$ cat src/rtl/ps2_host_tx.sv
// PS/2 host-to-device transmitter.
// Inhibits the bus, issues request-to-send, then shifts one command byte
// (LSB first, odd parity, stop) on device-generated clock falling edges and
// checks the device acknowledge. A watchdog aborts a stalled frame.
module ps2_host_tx #(
  parameter int INHIBIT_CYCLES = 10000,
  parameter int TIMEOUT_CYCLES = 2000000
) (
  input  logic       clk,
  input  logic       rst,
  input  logic [7:0] tx_data,
  input  logic       tx_valid,
  output logic       tx_ready,
  input  logic       ps2_clk_i,
  input  logic       ps2_data_i,
  output logic       ps2_clk_oe,
  output logic       ps2_data_oe,
  output logic       busy,
  output logic       tx_done,
  output logic       tx_err
);

  localparam int INH_W = (INHIBIT_CYCLES > 1) ? $clog2(INHIBIT_CYCLES) : 1;
  localparam int WD_W  = (TIMEOUT_CYCLES > 1) ? $clog2(TIMEOUT_CYCLES) : 1;
  localparam logic [INH_W-1:0] INH_LAST = INH_W'(INHIBIT_CYCLES - 1);
  localparam logic [WD_W-1:0]  WD_LAST  = WD_W'(TIMEOUT_CYCLES - 1);

  localparam logic [2:0] S_IDLE      = 3'd0;
  localparam logic [2:0] S_INHIBIT   = 3'd1;
  localparam logic [2:0] S_RTS       = 3'd2;
  localparam logic [2:0] S_BITS      = 3'd3;
  localparam logic [2:0] S_ACK       = 3'd4;
  localparam logic [2:0] S_WAIT_IDLE = 3'd5;

  // Control state
  logic [2:0]       state_q, state_d;
  logic [INH_W-1:0] inh_cnt_q, inh_cnt_d;
  logic [WD_W-1:0]  wd_cnt_q, wd_cnt_d;
  logic [3:0]       edge_cnt_q, edge_cnt_d;
  logic             clk_oe_q, clk_oe_d;
  logic             data_oe_q, data_oe_d;
  logic             done_q, done_d;
  logic             err_q, err_d;
  logic             ready_q, ready_d;
  logic             busy_q, busy_d;

  // Line synchronizers (s3 is the previous synchronized clock for edge detect)
  logic clk_s1_q, clk_s1_d;
  logic clk_s2_q, clk_s2_d;
  logic clk_s3_q, clk_s3_d;
  logic dat_s1_q, dat_s1_d;
  logic dat_s2_q, dat_s2_d;

  // Frame payload, latched on accept
  logic [7:0] byte_q, byte_d;
  logic       par_q, par_d;

  logic fall;
  logic accept;
  logic wd_expired;

  assign tx_ready    = ready_q;
  assign busy        = busy_q;
  assign ps2_clk_oe  = clk_oe_q;
  assign ps2_data_oe = data_oe_q;
  assign tx_done     = done_q;
  assign tx_err      = err_q;

  // Next-state for synchronizers and edge detect
  always_comb begin
    clk_s1_d = ps2_clk_i;
    clk_s2_d = clk_s1_q;
    clk_s3_d = clk_s2_q;
    dat_s1_d = ps2_data_i;
    dat_s2_d = dat_s1_q;
    fall     = clk_s3_q & ~clk_s2_q;
  end

  // Frame sequencing, bit shifting, acknowledge check and watchdog
  always_comb begin
    state_d    = state_q;
    inh_cnt_d  = inh_cnt_q;
    wd_cnt_d   = wd_cnt_q;
    edge_cnt_d = edge_cnt_q;
    clk_oe_d   = clk_oe_q;
    data_oe_d  = data_oe_q;
    done_d     = 1'b0;
    err_d      = 1'b0;
    byte_d     = byte_q;
    par_d      = par_q;
    accept     = tx_valid & ready_q;
    wd_expired = (wd_cnt_q == WD_LAST);

    case (state_q)
      S_IDLE: begin
        clk_oe_d   = 1'b0;
        data_oe_d  = 1'b0;
        inh_cnt_d  = '0;
        wd_cnt_d   = '0;
        edge_cnt_d = '0;
        if (accept) begin
          byte_d   = tx_data;
          par_d    = ~^tx_data;
          clk_oe_d = 1'b1;
          state_d  = S_INHIBIT;
        end
      end
      S_INHIBIT: begin
        clk_oe_d  = 1'b1;
        data_oe_d = 1'b0;
        if (inh_cnt_q == INH_LAST) begin
          data_oe_d = 1'b1;
          state_d   = S_RTS;
        end else begin
          inh_cnt_d = inh_cnt_q + 1'b1;
        end
      end
      S_RTS: begin
        // Release the clock but keep the start bit driven into BITS
        clk_oe_d   = 1'b0;
        data_oe_d  = 1'b1;
        edge_cnt_d = '0;
        wd_cnt_d   = '0;
        state_d    = S_BITS;
      end
      S_BITS, S_ACK, S_WAIT_IDLE: begin
        if (wd_expired) begin
          err_d     = 1'b1;
          clk_oe_d  = 1'b0;
          data_oe_d = 1'b0;
          wd_cnt_d  = '0;
          state_d   = S_IDLE;
        end else begin
          wd_cnt_d = wd_cnt_q + 1'b1;
          if (state_q == S_BITS) begin
            if (fall) begin
              edge_cnt_d = edge_cnt_q + 4'd1;
              if (edge_cnt_q < 4'd8) begin
                data_oe_d = ~byte_q[edge_cnt_q[2:0]];
              end else if (edge_cnt_q == 4'd8) begin
                data_oe_d = ~par_q;
              end else begin
                data_oe_d = 1'b0;
                state_d   = S_ACK;
              end
            end
          end else if (state_q == S_ACK) begin
            if (fall) begin
              done_d  = ~dat_s2_q;
              err_d   = dat_s2_q;
              state_d = S_WAIT_IDLE;
            end
          end else begin
            if (clk_s2_q && dat_s2_q) begin
              state_d = S_IDLE;
            end
          end
        end
      end
      default: begin
        clk_oe_d  = 1'b0;
        data_oe_d = 1'b0;
        state_d   = S_IDLE;
      end
    endcase

    ready_d = (state_d == S_IDLE);
    busy_d  = ~ready_d;
  end

  // Control and synchronizer registers with synchronous reset
  always_ff @(posedge clk) begin
    if (rst) begin
      state_q    <= S_IDLE;
      inh_cnt_q  <= '0;
      wd_cnt_q   <= '0;
      edge_cnt_q <= '0;
      clk_oe_q   <= 1'b0;
      data_oe_q  <= 1'b0;
      done_q     <= 1'b0;
      err_q      <= 1'b0;
      ready_q    <= 1'b1;
      busy_q     <= 1'b0;
      clk_s1_q   <= 1'b1;
      clk_s2_q   <= 1'b1;
      clk_s3_q   <= 1'b1;
      dat_s1_q   <= 1'b1;
      dat_s2_q   <= 1'b1;
    end else begin
      state_q    <= state_d;
      inh_cnt_q  <= inh_cnt_d;
      wd_cnt_q   <= wd_cnt_d;
      edge_cnt_q <= edge_cnt_d;
      clk_oe_q   <= clk_oe_d;
      data_oe_q  <= data_oe_d;
      done_q     <= done_d;
      err_q      <= err_d;
      ready_q    <= ready_d;
      busy_q     <= busy_d;
      clk_s1_q   <= clk_s1_d;
      clk_s2_q   <= clk_s2_d;
      clk_s3_q   <= clk_s3_d;
      dat_s1_q   <= dat_s1_d;
      dat_s2_q   <= dat_s2_d;
    end
  end

  // Payload registers; only meaningful after an accept, so no reset
  always_ff @(posedge clk) begin
    byte_q <= byte_d;
    par_q  <= par_d;
  end

endmodule

$ cat config.mk
export PLATFORM = sky130hd
export DESIGN_NAME = ps2_host_tx
export DESIGN_NICKNAME = d
export VERILOG_FILES = /design/src/rtl/ps2_host_tx.sv
export SDC_FILE = /design/constraint.sdc
export NUM_CORES = 1
export LEC_CHECK = 0
export ABC_AREA = 1
export CAP_MARGIN = 0
export CORE_ASPECT_RATIO = 0.6
export CORE_MARGIN = 1
export CORE_UTILIZATION = 59
export DETAILED_ROUTE_END_ITERATION = 10
export HOLD_SLACK_MARGIN = 0.02
export PLACE_DENSITY = 0.9
export SYNTH_ARGS = -nofsm -noshare
export SYNTH_HDL_FRONTEND = slang
export SYNTH_SLANG_ARGS = --single-unit
$ cat constraint.sdc
create_clock -name clk -period 2.9 [get_ports clk]
set_input_delay 0.435 -clock clk [delete_from_list [all_inputs] [get_ports clk]]
set_output_delay 0.435 -clock clk [all_outputs]
set_load 0.1 [all_outputs]
==> flow_summary_export.csv <==
group,metric,value,unit
power,p_int,1.452,mW
drt,dr.first_iter.drc_count,353,
drt,num_vias,3371,
grt,gr-max-usage-layer,"met1",
grt,use_met1,0.4203,
power,p_clk_frac,0.446,
layout,post-route-util,0.6951,
setup_path,regToRegSetupSlack,1.07,ns
drt,drc,0,
setup_path,crit_path_end_kind,"flip-flop",
sta,fin_worst_skew,0.01125,ns
clock_tree,cts_tree,"yes",
clock_tree,cts_root_buffer,"clkbuf_8",
die,core,5623,um2
grt,grt_max_degree,35,
clock_tree,cts_hold_buf,0,
sta,min_period,1.827,ns
layout,final_cell_mix,"134 x nand2_1, 59 x nor2_1, 53 x dfxtp_1",
clock_tree,cts_resized,0,
power,ir_worst_vdd,0.0003450,V
synth,syn_area_per_cell,7.005,um2
worst_hold_path,hold_class,"flip-flop to flip-flop",
power,p_leak,1.445,nW
setup_path,crit_arrival,2.11,ns
synth,synthAdderAreaFrac,0.01435,
grt,met3_usage,0.07264,
synth,netlist_area,3488,um2
grt,overflow,0,
drt,vias_per_cell,5.600,
power,power_frac_seq,0.469,
clock_tree,clk_latency,0.35,ns
power,p_switching,483.8,uW
grt,grt_pass1_wl,12990,um
layout,diodes,0,
setup_path,startpoint_type,"flip-flop",
worst_hold_path,hold_depth,1,
grt,grt_util_all_layers,0.2823,
drt,drtAntennaViolNets,0,
synth,synthMuxAreaShare,0,
synth,synth_top_family_by_area,"simple AND/OR/NAND/NOR gates",
setup_path,cp_max_fo,13,
clock_tree,numCtsBuffers,9,
drt,wirelength,8402,um
worst_hold_path,hold_start,"clk_s1_q$_SDFF_PP1_",
sta,max_slew_margin,0.6125,
sta,slew_violations,0,
synth,synth_compound_area_frac,0.08608,
die,die_h,61.56,um
clock_tree,clkTransAtPathRegs,0.08,ns
setup_path,critical_path_class,"flip-flop to flip-flop",
synth,synth_cell_types,37,
grt,gr-usage-met2,0.4004,
die,rows,21,
place,place_congestion,0.9339,
worst_hold_path,hold_path_end,"clk_s2_q$_SDFF_PP1_",
power,combPwrFrac,0.085,
drt,wl_per_cell,13.96,um
synth,ys_async_sr_fraction,0,
synth,synthXorXnorAreaFrac,0.04268,
job,maxCapViolCount,0,
synth,synthFlopType,"dfxtp_1",
power,p_per_area,495.3,nW/um2
setup_path,rr_worst_depth,6,
power,p_sw_frac,0.2499,
drt,drt_pass1_iterations,6,
die,floorplan.initialDensity,0.6204,
setup_path,required,3.18,ns
layout,area_delta_synth_final,12.05,%
sta,finalHoldViolCount,0,
sta,fmax,547.4,MHz
place,post-dp-hpwl,6005,um
grt,grt_pass1_vias,2659,
layout,final_common_cell,"nand2_1",
sta,rsz0062_at_grt,"no",
die,die_width,101.3,um
synth,ys_warn_count,0,
die,die_area,6234,um2
setup_path,timing.rr.start,"state_q[0]$_SDFF_PP0_",
clock_tree,clock-sinks,62,
synth,syn-num-nets,515,
setup_path,rr_endpoint,"inh_cnt_q[10]$_SDFFE_PP0P_",
layout,drive_gt1_frac,0.1264,
synth,ys_seq_area_frac,0.3816,
place,port_buffers,18,
sta,final.setup.tns,0,ns
die,ioPinCount,19,
grt,antenna_found_initial,0,
sta,finalCritPeriodShare,0.6299,
synth,synthCells,498,
synth,synthSimpleGateAreaFrac,0.3928,
clock_tree,post_cts_buffers,0,
clock_tree,htree_levels,3,
sta,setup_viol,0,
clock_tree,clock_path_buffers,2,
synth,synth-edff-count,9,
sta,worstMarginPinSlew,0.5807,ns
synth,ys_seq_elements,62,
status,outcome,"completed",
layout,nets,534,
[area by class of cell]
cell class	count	area (um2)
clock buffer	10	137.6
clock inverter	6	85.08
fill	475	1714
inverter	56	212.7
multi-input combinational	369	1869
sequential	62	1331
tap	80	100.1
timing repair buffer	19	172.7
[metrics by stage]
stage | setup slack, ns | hold slack [ns] | power (mW) | cell area [um2] | cells
floorplan | 1.169 | 0.3895 | 1.040 | 3488 | 498
global placement | 1.165 | 0.3995 | 1.082 | 3686 | 586
detailed placement | 1.136 | 0.4029 | 1.089 | 3686 | 586
CTS | 1.110 | 0.4253 | 1.938 | 3909 | 602
global route | 0.9117 | 0.4311 | 1.999 | 3909 | 602
finish | 1.073 | 0.4213 | 1.936 | 3909 | 602
[registers in the layout, indices dropped and copies added, names as in the netlist]
signal	cells
clk_s3_q	1
ps2_data_oe	1
busy	1
par_q	1
ps2_clk_oe	1
clk_s1_q	1
tx_ready	1
state_q	3
wd_cnt_q	21
edge_cnt_q	4
dat_s2_q	1
tx_err	1
tx_done	1
dat_s1_q	1
clk_s2_q	1
byte_q	8
inh_cnt_q	14
[power groups by stage]
| stage | clock network [mW] | registers, mW | logic (mW) |
|---|---|---|---|
| global route | 0.913 | 0.909 | 0.177 |
| global placement | 0 | 0.925 | 0.157 |
| finish | 0.864 | 0.908 | 0.164 |
| detailed placement | 0 | 0.927 | 0.162 |
| floorplan | 0 | 0.954 | 0.0862 |
| CTS | 0.868 | 0.907 | 0.163 |
[layer usage]
metal,vias to the layer above,share of wire
li1,1643,-
met1,1526,0.47
met2,189,0.41
met3,13,0.11
met4,0,0.011
met5,-,0
[how the worst max path moves through the flow]
stage,end,cells after the start,from
after floorplan,byte_q[0]$_DFFE_PP_,2,tx_ready$_SDFF_PP1_
after CTS,inh_cnt_q[10]$_SDFFE_PP0P_,6,state_q[0]$_SDFF_PP0_
after detailed placement,inh_cnt_q[10]$_SDFFE_PP0P_,6,state_q[0]$_SDFF_PP0_
after global routing,inh_cnt_q[8]$_SDFFE_PP0P_,7,state_q[0]$_SDFF_PP0_
after global placement,inh_cnt_q[2]$_SDFFE_PP0P_,5,rst
final,inh_cnt_q[10]$_SDFFE_PP0P_,6,state_q[0]$_SDFF_PP0_
[worst max-delay path, stage by stage, from the launching register on]
cell	delay, ns
dfxtp_1	0.46
nand2_1	0.13
nor2_2	0.47
nand2_1	0.21
nand2_2	0.22
nand4_1	0.12
a21oi_1	0.15
[kinds of logic after synthesis]
| kind of cell | after synthesis |
|---|---|
| compound gates | 55 |
| xor+xnor | 17 |
| fa+ha+maj | 4 |
| buf+inv | 67 |
| flops | 62 |
| simple gates | 293 |
[synthesized netlist by cell type (all sizes together) (4+ instances only)]
library cell  instances  area [um2]
a21oi                33       172.7
buf                   6       56.30
clkbuf                5       18.77
dfxtp                53        1061
edfxtp                9       270.3
ha                    4       50.05
inv                  56       212.7
nand2               142       563.0
nand3                50       297.8
nand4                10       62.56
nor2                 68       297.8
nor3                 12       75.07
o21ai                15       75.07
or2                   6       37.54
xnor2                 8       70.07
xor2                  9       78.83
No activity file was read; power rests on OpenSTA's default activity.
